==> src/rtl/turret_cmd_sequencer.sv <==
// Turret command sequencer: manual/auto ownership arbitration, bounded X/Y position
// tracking and the fire -> recoil -> cooldown trigger cycle feeding the servo PWM stage.
module turret_cmd_sequencer #(
  parameter int POS_W           = 25,
  parameter int X_MAX           = 22727272,
  parameter int Y_MAX           = 22727272,
  parameter int STEP_DIV        = 1,
  parameter int CNT_W           = 31,
  parameter int FIRE_CYCLES     = 22727272,
  parameter int RECOIL_CYCLES   = 22727272,
  parameter int COOLDOWN_CYCLES = 4545454
) (
  input  logic             i_Clk,
  input  logic             i_Rst_n,
  input  logic             i_Auto_Mode,
  input  logic             i_Switch_1,
  input  logic             i_Switch_2,
  input  logic             i_Switch_3,
  input  logic             i_Switch_4,
  input  logic             i_Fire_n,
  input  logic             i_Auto_Valid,
  input  logic [1:0]       i_Auto_X_Dir,
  input  logic [1:0]       i_Auto_Y_Dir,
  input  logic             i_Auto_On_Tgt,
  input  logic             i_Auto_Fire,
  output logic [3:0]       o_X_Cmd,
  output logic [3:0]       o_Y_Cmd,
  output logic [3:0]       o_Fire_Cmd,
  output logic [POS_W-1:0] o_X_Pos,
  output logic [POS_W-1:0] o_Y_Pos,
  output logic             o_Auto_Active,
  output logic             o_Shot_Pulse,
  output logic             o_Busy
);

  localparam int SW = (STEP_DIV > 1) ? $clog2(STEP_DIV) : 1;

  localparam logic [3:0] CMD_IDLE = 4'd0;
  localparam logic [3:0] CMD_NEG  = 4'd1;
  localparam logic [3:0] CMD_POS  = 4'd2;
  localparam logic [3:0] CMD_HOLD = 4'd5;

  typedef enum logic [1:0] {M_MANUAL, M_TO_AUTO, M_AUTO, M_TO_MANUAL} mode_t;
  typedef enum logic [1:0] {F_IDLE, F_FIRE, F_RECOIL, F_COOLDOWN} fire_t;

  mode_t            mode_q, mode_nxt;
  fire_t            fire_q, fire_nxt;
  logic [CNT_W-1:0] timer_q, timer_nxt;
  logic [SW-1:0]    step_q;
  logic             step_tick;
  logic             fire_req, fire_ok, hold;
  logic             x_neg, x_pos, y_neg, y_pos;
  logic [3:0]       x_cmd_nxt, y_cmd_nxt;

  function automatic logic [3:0] axis_cmd(input logic hold_a, input logic neg, input logic pos,
                                          input logic at_min, input logic at_max);
    if (hold_a)              return CMD_HOLD;
    else if (neg && !at_min) return CMD_NEG;
    else if (pos && !at_max) return CMD_POS;
    else                     return CMD_IDLE;
  endfunction

  // Saturating step: never moves past 0 or the axis bound.
  function automatic logic [POS_W-1:0] pos_step(input logic [POS_W-1:0] pos, input logic [3:0] cmd,
                                                input logic [POS_W-1:0] max_v);
    if (cmd == CMD_NEG && pos != '0)         return pos - 1'b1;
    else if (cmd == CMD_POS && pos != max_v) return pos + 1'b1;
    else                                     return pos;
  endfunction

  always_comb begin
    mode_nxt = mode_q;
    case (mode_q)
      M_MANUAL:    if (i_Auto_Mode && fire_q == F_IDLE) mode_nxt = M_TO_AUTO;
      M_TO_AUTO:   mode_nxt = M_AUTO;
      M_AUTO:      if (!i_Auto_Mode && fire_q == F_IDLE) mode_nxt = M_TO_MANUAL;
      M_TO_MANUAL: mode_nxt = M_MANUAL;
      default:     mode_nxt = M_MANUAL;
    endcase
  end

  // A mode change on the same edge takes priority over a fire request.
  assign fire_req = (mode_q == M_MANUAL && !i_Fire_n) ||
                    (mode_q == M_AUTO && i_Auto_Valid && i_Auto_On_Tgt && i_Auto_Fire);
  assign fire_ok  = fire_req && (mode_nxt == mode_q);

  always_comb begin
    fire_nxt  = fire_q;
    timer_nxt = (timer_q != '0) ? timer_q - 1'b1 : timer_q;
    case (fire_q)
      F_IDLE: if (fire_ok) begin
        fire_nxt  = F_FIRE;
        timer_nxt = CNT_W'(FIRE_CYCLES - 1);
      end
      F_FIRE: if (timer_q == '0) begin
        fire_nxt  = F_RECOIL;
        timer_nxt = CNT_W'(RECOIL_CYCLES - 1);
      end
      F_RECOIL: if (timer_q == '0) begin
        fire_nxt  = F_COOLDOWN;
        timer_nxt = CNT_W'(COOLDOWN_CYCLES - 1);
      end
      F_COOLDOWN: if (timer_q == '0) begin
        fire_nxt  = F_IDLE;
        timer_nxt = '0;
      end
      default: fire_nxt = F_IDLE;
    endcase
  end

  always_comb begin
    x_neg = 1'b0;
    x_pos = 1'b0;
    y_neg = 1'b0;
    y_pos = 1'b0;
    if (mode_nxt == M_MANUAL) begin
      x_neg = i_Switch_1 & ~i_Switch_2;
      x_pos = i_Switch_2 & ~i_Switch_1;
      y_neg = i_Switch_3 & ~i_Switch_4;
      y_pos = i_Switch_4 & ~i_Switch_3;
    end else if (mode_nxt == M_AUTO && i_Auto_Valid) begin
      x_neg = (i_Auto_X_Dir == 2'b01);
      x_pos = (i_Auto_X_Dir == 2'b10);
      y_neg = (i_Auto_Y_Dir == 2'b01);
      y_pos = (i_Auto_Y_Dir == 2'b10);
    end
  end

  assign hold      = (mode_nxt == M_TO_AUTO) || (mode_nxt == M_TO_MANUAL) || (fire_nxt != F_IDLE);
  assign x_cmd_nxt = axis_cmd(hold, x_neg, x_pos, o_X_Pos == '0, o_X_Pos == POS_W'(X_MAX));
  assign y_cmd_nxt = axis_cmd(hold, y_neg, y_pos, o_Y_Pos == '0, o_Y_Pos == POS_W'(Y_MAX));
  assign step_tick = (step_q == SW'(STEP_DIV - 1));

  always_ff @(posedge i_Clk or negedge i_Rst_n) begin
    if (!i_Rst_n) begin
      mode_q       <= M_MANUAL;
      fire_q       <= F_IDLE;
      timer_q      <= '0;
      step_q       <= '0;
      o_X_Cmd      <= CMD_IDLE;
      o_Y_Cmd      <= CMD_IDLE;
      o_X_Pos      <= '0;
      o_Y_Pos      <= '0;
      o_Shot_Pulse <= 1'b0;
    end else begin
      mode_q       <= mode_nxt;
      fire_q       <= fire_nxt;
      timer_q      <= timer_nxt;
      step_q       <= step_tick ? '0 : step_q + 1'b1;
      o_X_Cmd      <= x_cmd_nxt;
      o_Y_Cmd      <= y_cmd_nxt;
      o_Shot_Pulse <= (fire_q == F_IDLE) && (fire_nxt == F_FIRE);
      if (step_tick) begin
        o_X_Pos <= pos_step(o_X_Pos, o_X_Cmd, POS_W'(X_MAX));
        o_Y_Pos <= pos_step(o_Y_Pos, o_Y_Cmd, POS_W'(Y_MAX));
      end
    end
  end

  assign o_Fire_Cmd    = (fire_q == F_FIRE) ? 4'd1 : (fire_q == F_RECOIL) ? 4'd2 : 4'd0;
  assign o_Auto_Active = (mode_q == M_AUTO);
  assign o_Busy        = (fire_q != F_IDLE) || (mode_q == M_TO_AUTO) || (mode_q == M_TO_MANUAL);

endmodule

==> config.mk <==
export PLATFORM = sky130hd
export DESIGN_NAME = turret_cmd_sequencer
export DESIGN_NICKNAME = d
export VERILOG_FILES = /design/src/rtl/turret_cmd_sequencer.sv
export SDC_FILE = /design/constraint.sdc
export NUM_CORES = 1
export LEC_CHECK = 0
export BUFFER_PORTS_ARGS = -buffer_cell sky130_fd_sc_hd__clkbuf_2
export CAP_MARGIN = 25
export CORE_MARGIN = 4
export CORE_UTILIZATION = 64
export CTS_BUF_LIST = sky130_fd_sc_hd__clkbuf_16
export CTS_CLUSTER_SIZE = 24
export DETAILED_ROUTE_END_ITERATION = 8
export PLACE_DENSITY = 0.88
export SLEW_MARGIN = 25
export SYNTH_ARGS = -nofsm -noshare
export SYNTH_HDL_FRONTEND = slang
export SYNTH_SLANG_ARGS = --single-unit
==> constraint.sdc <==
create_clock -name i_Clk -period 10.54 [get_ports i_Clk]
set_input_delay 1.054 -clock i_Clk [delete_from_list [all_inputs] [get_ports i_Clk]]
set_output_delay 1.054 -clock i_Clk [all_outputs]
set_load 0.01 [all_outputs]
==> metrics.md <==
| Metric | Value |
|---|---|
| Status | `completed` |
| Hold path cells | `1` |
| Finished Core Util | `0.736` |
| P_leak | `0.00338 µW` |
| Max_cap viols | `0` |
| Hold wc startpoint | `o_X_Pos[24]` |
| H-tree depth | `3` |
| Slowest library cell on the worst path | `a2111oi_0` |
| Ant. Diodes | `0` |
| Final nets | `858` |
| Hold Buf Count CTS | `0` |
| Worst min-delay path endpoint | `o_X_Pos[24]` |
| CP Cell Sequence | `nor4_1 > nand4_1 > nor2_1 > or3b_2 > nor2_1 > buf_4 > ha_1 > o21a_1 > a2111oi_0 > o31ai_1 > a31oi_1 > o2111ai_1 > a221oi_1 > o21bai_1 > xnor2_1 > o21ai_0` |
| Post-layout min period | `4.67 ns` |
| Synthesis-to-layout area growth | `12.5%` |
| Syn Inst Count | `a little over 700` |
| Die area | `11,600 µm²` |
| Starting density of the core | `0.654` |
| Setup violations, final | `0` |
| Largest net degree at the start of global routing | `60` |
| Worst R2R Start | `o_X_Pos[10]` |
| Sequential share of the synthesized area | `0.358` |
| Via density per instance | `6.28` |
| Worst r2r dst | `o_X_Pos[21]` |
| Fillers | `712` |
| CP Class | `reg -> reg` |
| Min-Delay Path Class | `reg -> reg` |
| Layout cell share with drive strength beyond 1 | `0.152` |
| First drt pass iteration count | `4` |
| PD cells | `between 90 and 100 nW/µm²` |
| Rows | `36` |
| CP most frequent cell | `nor2_1` |
| Worst VDD drop | `a little under 70 µV` |
| Clk slew on worst S/H paths | `0.06 ns` |
| Clock Sinks | `91` |
| Worst slew margin | `0.504` |
| DRC Markers | `0` |
| Synthesis-stage register bit count | `91` |
| Global-route usage over all layers | `0.292` |
| Avg WL per Cell | `17.5 µm` |
| Via count | `5,800` |
| Core region area | `9730 µm²` |
| Synth top area share | `0.358` |
| Worst-Margin Slew | `0.745 ns` |
| Final-report hold violation count | `0` |
| Arr. time, crit path | `4.88 ns` |
| Clock Path Buffers | `2` |
| Routability cong. | `0.956` |
| Antenna violations before repair | `0` |
| Netlist cell types | `60` |
| Wire length of the first global-routing pass | `27.2 mm` |
| GRT Residual Overflow | `0` |
| Crit Path Max Fanout | `24` |
| Synthesized area per cell | `about 8.9 µm²` |
| R2r setup slk | `between 5 and 6 ns` |
| Synth Flop Type | `dfrtp_1` |
| Routed WL | `16.1 mm` |
| Post-route setup TNS | `0 ns` |
| Die Wd | `about 110 µm` |
| Max-slew violation count | `0` |
| Clock latency on the worst-skew pair | `0.35 ns` |
| Post-synth EDFFs | `0` |
| Detail Placement HPWL | `11.6 mm` |
| Clk_skew | `~0.007 ns` |
| Die Y | `between 100 and 150 µm` |
| I/O Pins | `80` |
| R2R cell count | `16` |
| Area leader, netlist | `dfrtp_1` |
| # port buffers | `75` |
| Crit. End Element | `flip-flop` |
| Remaining antenna violation count | `0` |
| Worst EP required | `10.75 ns` |
| Worst Setup Start Kind | `flip-flop` |
| Iteration-0 DRC Markers | `389` |
| Final period util | `0.443` |
| Post-Syn Area | `6360 µm²` |
| Synth warnings | `0` |
| Largest stage delay, worst path | `0.60 ns` |
| Postcts setup bufs | `0` |
| Vias in the first global route | `around 5,800` |
| TritonCTS clock tree | `yes` |
| Number of buffers created by CTS | `9` |
| Clock root cell | `clkbuf_16` |
| Async SR Flop Fraction | `1.00` |
| Synth area leaders | `dfrtp_1, ha_1, o21ai_0` |
| RSZ-0062 raised after global routing | `false` |
| Post-CTS Resized | `0` |
| FMAX | `roughly 210 MHz` |
worst max path at each step:
stage | slack (ns) | end | cells past startpoint | startpoint
after floorplan | 5.98 | o_X_Pos[21] | 15 | o_X_Pos[0]
after global placement | 6.22 | o_X_Pos[21] | 16 | o_X_Pos[10]
after detailed placement | 5.99 | o_X_Pos[21] | 16 | o_X_Pos[10]
after CTS | 5.97 | o_X_Pos[21] | 16 | o_X_Pos[10]
after global routing | 5.62 | o_X_Pos[21] | 16 | o_X_Pos[10]
final | 5.87 | o_X_Pos[21] | 16 | o_X_Pos[10]
area by class of cell:
cell class | count | area [µm²] | share of cell area
sequential | 91 | 2280 | 0.318
clock buffer | 9 | 225 | 0.0315
inverter | 16 | 60.1 | 0.00839
timing repair buffer | 82 | 430 | 0.0601
multi-input combinational | 586 | 3920 | 0.548
tap | 133 | 166 | 0.0232
clock inverter | 7 | 77.6 | 0.0108
worst max-delay path, delay by kind of cell, from the launching register on:
kind            cells  cell delay [ns]
buf+inv             1             0.24
simple gates        5             1.16
flops               1             0.43
fa+ha+maj           1             0.39
xor+xnor            1             0.15
compound gates      8             2.16
report_power, final:
part | switching (µW) | internal [µW] | leakage (µW) | total [µW]
registers | 0 | 349 | 0.00113 | 349
clock network | 142 | 185 | 0.000146 | 327
logic | 10.0 | 3.09 | 0.00211 | 13.1
cells in the final DEF, fill, tap and decap left out, types with 14 or more instances in the layout:
master    count
a21o_1       22
a21oi_1      53
clkbuf_2     74
dfrtp_1      91
ha_1         55
inv_1        15
nand2_1      81
nand3_1      14
nor2_1       43
nor3_1       19
nor4_1       18
o21ai_0      71
xnor2_1      30
xor2_1       36
metal layers:
| metal | vias up | track usage | share of wire |
|---|---|---|---|
| li1 | 2751 | - | - |
| met1 | 2802 | 0.379 | 0.43 |
| met2 | 211 | 0.489 | 0.49 |
| met3 | 36 | 0.0528 | 0.064 |
| met4 | 0 | 0.103 | 0.022 |
| met5 | - | 0 | 0 |
registers in the layout (all words and copies together) (netlist names):
register	flops
timer_q	31
o_X_Pos	25
o_Y_Pos	25
o_Y_Cmd	3
fire_q	2
mode_q	2
o_X_Cmd	2
o_Shot_Pulse	1
stage by stage:
| step | total power [µW] | hold slack, ns | setup slack, ns | std cells | cell area, µm² |
|---|---|---|---|---|---|
| floorplan | 359 | 0.469 | 5.98 | 716 | 6370 |
| global placement | 369 | 0.501 | 6.22 | 908 | 6860 |
| detailed placement | 369 | 0.509 | 5.99 | 908 | 6860 |
| CTS | 693 | 0.520 | 5.97 | 924 | 7160 |
| global route | 713 | 0.550 | 5.62 | 924 | 7160 |
| finish | 690 | 0.520 | 5.87 | 924 | 7160 |
cell usage after synthesis, types with 15 or more instances:
cell type / number
o21ai_0: 71
a21oi_1: 53
xor2_1: 36
nor2_1: 43
nand2_1: 81
nor4_1: 18
ha_1: 55
a21o_1: 22
dfrtp_1: 91
xnor2_1: 30
nor3_1: 19
inv_1: 15
kinds of logic after synthesis:
family	share of synthesized area
AO/OA/AOI/OAI	0.207
XOR/XNOR	0.0909
adder cells (fa/ha/maj)	0.114
buffers and inverters	0.0273
flip-flops	0.358
multiplexers	0.0118
other	0.000590
AND/OR/NAND/NOR	0.190
Power figures use the tool's default switching activity.
